--- src/rtl/rs_stream_encoder.sv ---
// Systematic Reed-Solomon stream encoder.
// Message symbols pass through; parity follows from an LFSR.
module rs_stream_encoder #(
  parameter int EGF_DIM     = 8,
  parameter int EGF_POLY    = 'h11D,
  parameter int RSC_PAR_LEN = 16,
  parameter int RSC_COD_LEN = 255
) (
  input  logic                               clk,
  input  logic                               rst_n,
  input  logic                               in_valid,
  output logic                               in_ready,
  input  logic [EGF_DIM-1:0]                 in_data,
  input  logic                               in_last,
  input  logic [$clog2(RSC_COD_LEN+1)-1:0]   cfg_mes_len,
  output logic                               out_valid,
  input  logic                               out_ready,
  output logic [EGF_DIM-1:0]                 out_data,
  output logic                               out_par,
  output logic                               out_last,
  output logic                               err_len
);

  localparam int P    = RSC_PAR_LEN;
  localparam int CW   = $clog2(RSC_COD_LEN+1);
  localparam int KMAX = RSC_COD_LEN - RSC_PAR_LEN;

  localparam logic [EGF_DIM:0] POLY = EGF_POLY[EGF_DIM:0];
  localparam logic [CW-1:0]    KMAX_W = CW'(KMAX);
  localparam logic [CW-1:0]    PLAST = CW'(P-1);
  localparam logic [CW-1:0]    ONE_W = CW'(1);

  typedef logic [EGF_DIM-1:0] sym_t;
  typedef sym_t [P:0] gpoly_t;
  typedef enum logic [1:0] {IDLE, MES, PAR} state_t;

  function automatic sym_t gmul(sym_t a, sym_t b);
    logic [EGF_DIM:0] t;
    sym_t p;
    sym_t x;
    p = '0;
    x = a;
    for (int i = 0; i < EGF_DIM; i++) begin
      if (b[i]) p = p ^ x;
      t = {x, 1'b0};
      if (t[EGF_DIM]) t = t ^ POLY;
      x = t[EGF_DIM-1:0];
    end
    return p;
  endfunction

  // g(x) = prod (x + alpha^i), built one root at a time
  function automatic gpoly_t gen_poly();
    gpoly_t g;
    sym_t r;
    g = '0;
    g[0] = sym_t'(1);
    r = sym_t'(1);
    for (int i = 0; i < P; i++) begin
      for (int j = P; j > 0; j--)
        g[j] = g[j-1] ^ gmul(g[j], r);
      g[0] = gmul(g[0], r);
      r = gmul(r, sym_t'(2));
    end
    return g;
  endfunction

  localparam gpoly_t GEN = gen_poly();

  state_t        state, state_nx;
  sym_t [P-1:0]  lfsr, lfsr_nx, lfsr_base;
  logic [CW-1:0] cnt, cnt_nx, cnt_inc;
  logic [CW-1:0] k_reg, k_nx, k_in, k_cur;
  sym_t          fb, od_nx;
  logic          ov_nx, op_nx, ol_nx, err_nx;
  logic          slot_free, in_fire, par_fire;
  logic          hit_k, end_mes;

  assign slot_free = !out_valid || out_ready;
  assign in_ready  = rst_n && (state != PAR) && slot_free;
  assign in_fire   = in_valid && in_ready;
  assign par_fire  = (state == PAR) && slot_free;

  // clamp the requested message length into 1..KMAX
  always_comb begin
    k_in = cfg_mes_len;
    if (cfg_mes_len == '0)
      k_in = ONE_W;
    else if (cfg_mes_len > KMAX_W)
      k_in = KMAX_W;
  end

  // next state, LFSR update and output slot loading
  always_comb begin
    state_nx  = state;
    lfsr_nx   = lfsr;
    cnt_nx    = cnt;
    k_nx      = k_reg;
    od_nx     = out_data;
    op_nx     = out_par;
    ol_nx     = out_last;
    ov_nx     = out_valid && !out_ready;
    err_nx    = 1'b0;
    k_cur     = (state == IDLE) ? k_in : k_reg;
    lfsr_base = (state == IDLE) ? '0 : lfsr;
    cnt_inc   = (state == IDLE) ? ONE_W : cnt + ONE_W;
    fb        = in_data ^ lfsr_base[P-1];
    hit_k     = (cnt_inc == k_cur);
    end_mes   = in_last || hit_k;
    if (in_fire) begin
      k_nx       = k_cur;
      lfsr_nx[0] = gmul(fb, GEN[0]);
      for (int i = 1; i < P; i++)
        lfsr_nx[i] = lfsr_base[i-1] ^ gmul(fb, GEN[i]);
      od_nx    = in_data;
      op_nx    = 1'b0;
      ol_nx    = 1'b0;
      ov_nx    = 1'b1;
      cnt_nx   = end_mes ? '0 : cnt_inc;
      state_nx = end_mes ? PAR : MES;
      err_nx   = end_mes && (in_last != hit_k);
    end else if (par_fire) begin
      od_nx = lfsr[P-1];
      op_nx = 1'b1;
      ol_nx = (cnt == PLAST);
      ov_nx = 1'b1;
      for (int i = 1; i < P; i++)
        lfsr_nx[i] = lfsr[i-1];
      lfsr_nx[0] = '0;
      cnt_nx = cnt + ONE_W;
      if (cnt == PLAST) begin
        state_nx = IDLE;
        cnt_nx   = '0;
      end
    end
  end

  // FSM state register
  always_ff @(posedge clk) begin
    if (!rst_n) state <= IDLE;
    else        state <= state_nx;
  end

  // datapath and output registers
  always_ff @(posedge clk) begin
    if (!rst_n) begin
      lfsr      <= '0;
      cnt       <= '0;
      k_reg     <= '0;
      out_valid <= 1'b0;
      out_data  <= '0;
      out_par   <= 1'b0;
      out_last  <= 1'b0;
      err_len   <= 1'b0;
    end else begin
      lfsr      <= lfsr_nx;
      cnt       <= cnt_nx;
      k_reg     <= k_nx;
      out_valid <= ov_nx;
      out_data  <= od_nx;
      out_par   <= op_nx;
      out_last  <= ol_nx;
      err_len   <= err_nx;
    end
  end

endmodule

--- config.mk ---
export PLATFORM = sky130hd
export DESIGN_NAME = rs_stream_encoder
export DESIGN_NICKNAME = d
export VERILOG_FILES = /design/src/rtl/rs_stream_encoder.sv
export SDC_FILE = /design/constraint.sdc
export NUM_CORES = 1
export LEC_CHECK = 0
export ABC_AREA = 1
export BUFFER_PORTS_ARGS = -buffer_cell sky130_fd_sc_hd__buf_2
export CORE_UTILIZATION = 40
export DETAILED_ROUTE_END_ITERATION = 8
export GPL_TIMING_DRIVEN = 1
export PLACE_DENSITY_LB_ADDON = 0.3
export SLEW_MARGIN = 20
export SYNTH_ARGS = -nofsm -noshare
export SYNTH_HDL_FRONTEND = slang
export SYNTH_SLANG_ARGS = --single-unit
--- constraint.sdc ---
create_clock -name clk -period 3.2 [get_ports clk]
set_clock_uncertainty 0.2 [all_clocks]
set_input_delay 0.16 -clock clk [delete_from_list [all_inputs] [get_ports clk]]
set_output_delay 0.16 -clock clk [all_outputs]
set_load 0.03 [all_outputs]
==> metrics.cfg <==
[outcome]
status = finished clean

[drt]
vias = 10240
drc = 0
ant_nets = 0
viasPerCell = 5.272
dr.pass1.iters = 5
drt_iter0_markers = 1050
wl_per_cell_um = 16.67
finalWirelength_um = 32380

[timing]
drv_slew = 0
slew-limit-headroom = 0.5852
setup_viol = 0
fin_crit_ns = 2.992
fin_crit_sh = 0.9350
rsz0062_at_grt = no
worst_pin_slew_ns = 0.6222
hold_viol = 0
setup-tns-final_ns = 0
max_freq_ghz = 0.3342

[hold_path]
whs_path_depth = 5
hp-start = cfg_mes_len[1]
hold_end = k_reg[1]$_SDFFE_PN0P_
hp-class = input pin to flop

[power_and_ir_drop]
finalPower_w = 0.006359
pwr_density_cell_nw_per_um2 = 542.1
ir_drop_mv = 0.3542
leakage_nw = 5.374

[synth]
ys_seq_elements = 158
synth.area.top_cells = dfxtp_1 31%, nand2_1 16%, inv_1 6.5%
avgSynthCellArea_sq_um = 6.557
yosysSeqAreaShare = 0.3063
synth_cell_type_count = 45
syn-cell-area_sq_um = 10330
mappedNetlistNets = 1599
synthesis.instances = 1575
yosys_warnings = 0
synth_top_area_frac = 0.3063
synth_top_area_cell = dfxtp_1

[floorplanning]
num_rows = 58
core_sq_um = 25250
initial_utilization = 0.4089
die_area_sq_um = 26460
io_pins = 34
die_x_um = 162.7
fp.dieH_um = 162.7

[global_routing]
overflow = 0
antenna_found_initial = 0
gr-usage-all-layers = 0.2481
grt_pass1_vias = 9128
grt_max_degree = 68
grt_pass1_wl_um = 50910

[worst_setup_path]
cp_slowest_cell = o31ai_1
cp_data_arrival_time_ns = 3.10
crit_chain = inv_2 > nand2_4 > buf_4 > o31ai_1 > xnor2_1 > o221ai_1 > nor3_1 > nand4_1 > ha_1 > or2_2 > nand3_1 > a21oi_1
path_max_fanout = 17
rrSetupSlack_ns = 0.21
cp-end-kind = flop
crit_type = flop to flop
slowest_delay_ns = 0.41
crit_path_start_kind = flop
rr_endpoint = cnt[2]$_SDFFE_PN0P_
reg2reg_from = state[1]$_SDFFE_PN0P_
cp_top_family = simple AND/OR/NAND/NOR gates
cp_num_buf_inv = 2
cp_data_required_time_ns = 3.31
r2r_cells = 12

[placed_design]
post-dp-hpwl_um = 22660
gp_congestion = 0.9761
portBuffers = 33
placed_area_sq_um = 10950

[finish]
layout.nets = 1623
syn2layout_area_growth_pct = 13.57
final_common_cell = nand2_1
multi_input_area_sq_um = 6090
drive_gt1_frac = 0.1247
n_antenna_cell = 0
largest-register = lfsr
final.fill_count = 2600
largest_reg_flops = 128
seqCellArea_sq_um = 3163
layout_common_cells = 444 x nand2_1, 179 x inv_1, 158 x dfxtp_1, 121 x o21ai_0, 109 x nand3_1
postLayoutCellArea_sq_um = 11730

[clocking]
cts-root-buf = clkbuf_16
cts_sinks = 158
cts_tree = built
htreeDepth = 4
clock_latency_ns = 0.44
numCtsBuffers = 17
clk_pin_slew_worst_paths_ns = 0.08
cts_buffer_depth = 2

[flow_run]
drv_cap = 0

repair_timing:
| action | in CTS | in global routing |
|---|---|---|
| gates resized for setup | 0 | 4 |
| setup buffers | 0 | 0 |
| hold endpoints to repair | 15 | 0 |
| hold buffers | 15 | 0 |
| endpoints found under the setup margin | 0 | 5 |
synth_stat cells, drive strengths merged:
cell and instances:
a211oi 2, a21o 2, a21oi 76, a221oi 1
a22oi 2, a31oi 17, buf 29, clkbuf 54
dfxtp 158, ha 3, inv 193, nand2 494
nand3 117, nand3b 1, nand4 11, nor2 87
nor3 1, nor4 2, o2111ai 1, o211ai 36
o21ai 127, o21bai 12, o221ai 9, o22ai 8
o311a 1, o31ai 2, o32ai 1, or2 10
xnor2 61, xor2 57
worst register-to-register path: stages (launching register included):
cell	delay [ns]
dfxtp_1	0.35
inv_2	0.09
nand2_4	0.16
buf_4	0.25
o31ai_1	0.41
xnor2_1	0.17
o221ai_1	0.13
nor3_1	0.27
nand4_1	0.17
ha_1	0.23
or2_2	0.31
nand3_1	0.07
a21oi_1	0.06
metal layers:
| layer | wire, um | vias to the layer above | track usage |
|---|---|---|---|
| li1 | - | 5079 | - |
| met1 | 14840 | 4743 | 0.3489 |
| met2 | 14540 | 363 | 0.3838 |
| met3 | 2137 | 53 | 0.03310 |
| met4 | 862 | 0 | 0.09303 |
| met5 | 0 | - | 0 |
metrics by stage:
| step | instances | utilization | hold WS, ns | worst slack (ns) |
|---|---|---|---|---|
| after floorplan | 1575 | - | 0.09179 | 0.3964 |
| after CTS | 1942 | 0.4635 | 0.02262 | 0.1840 |
| after global routing | 1942 | 0.4644 | 0.08641 | 0.0009059 |
| final | 1942 | 0.4644 | 0.03871 | 0.2080 |
| after global placement | 1895 | 0.4335 | 0.2083 | 0.2241 |
| after detailed placement | 1895 | 0.4335 | 0.2137 | 0.1943 |
cell type report:
cell class / count / area share
Timing Repair Buffer: 88 / 0.06123
Clock buffer: 18 / 0.03744
Tap cell: 330 / 0.03520
Inverter: 193 / 0.06273
Sequential cell: 158 / 0.2697
Clock inverter: 14 / 0.01451
Multi-Input combinational cell: 1141 / 0.5192
worst max-delay path by stage:
stage	start	to	slack, ns	cells after the start
finish	state[1]$_SDFFE_PN0P_	cnt[2]$_SDFFE_PN0P_	0.21	12
global route	state[1]$_SDFFE_PN0P_	lfsr[35]$_SDFFE_PN0P_	0.0009	18
CTS	state[0]$_SDFFE_PN0P_	lfsr[51]$_SDFFE_PN0P_	0.18	15
detailed placement	state[1]$_SDFFE_PN0P_	lfsr[51]$_SDFFE_PN0P_	0.19	15
global placement	state[1]$_SDFFE_PN0P_	lfsr[35]$_SDFFE_PN0P_	0.22	18
floorplan	out_valid$_SDFF_PN0_	lfsr[89]$_SDFFE_PN0P_	0.40	12
power by group:
part           total, W  switching, W  internal [W]  leakage (nW)
Combinational   0.00194       0.00128      0.000659          3.78
Clock           0.00215      0.000952       0.00120         0.294
Sequential      0.00227      0.000115       0.00215          1.30
Total           0.00636       0.00235       0.00401          5.37
cell families (layout without fill, tap and decap cells):
group / count (synthesis) / in the layout / synth area share
DFF: 158 / 158 / 0.3063
adders and majority gates: 3 / 3 / 0.003635
buffers and inverters: 276 / 313 / 0.1072
AOI/OAI and AO/OA: 297 / 297 / 0.1654
xor gates and xnor gates: 118 / 118 / 0.1124
and+or+nand+nor: 723 / 723 / 0.3051
Power figures use the tool's default switching activity.
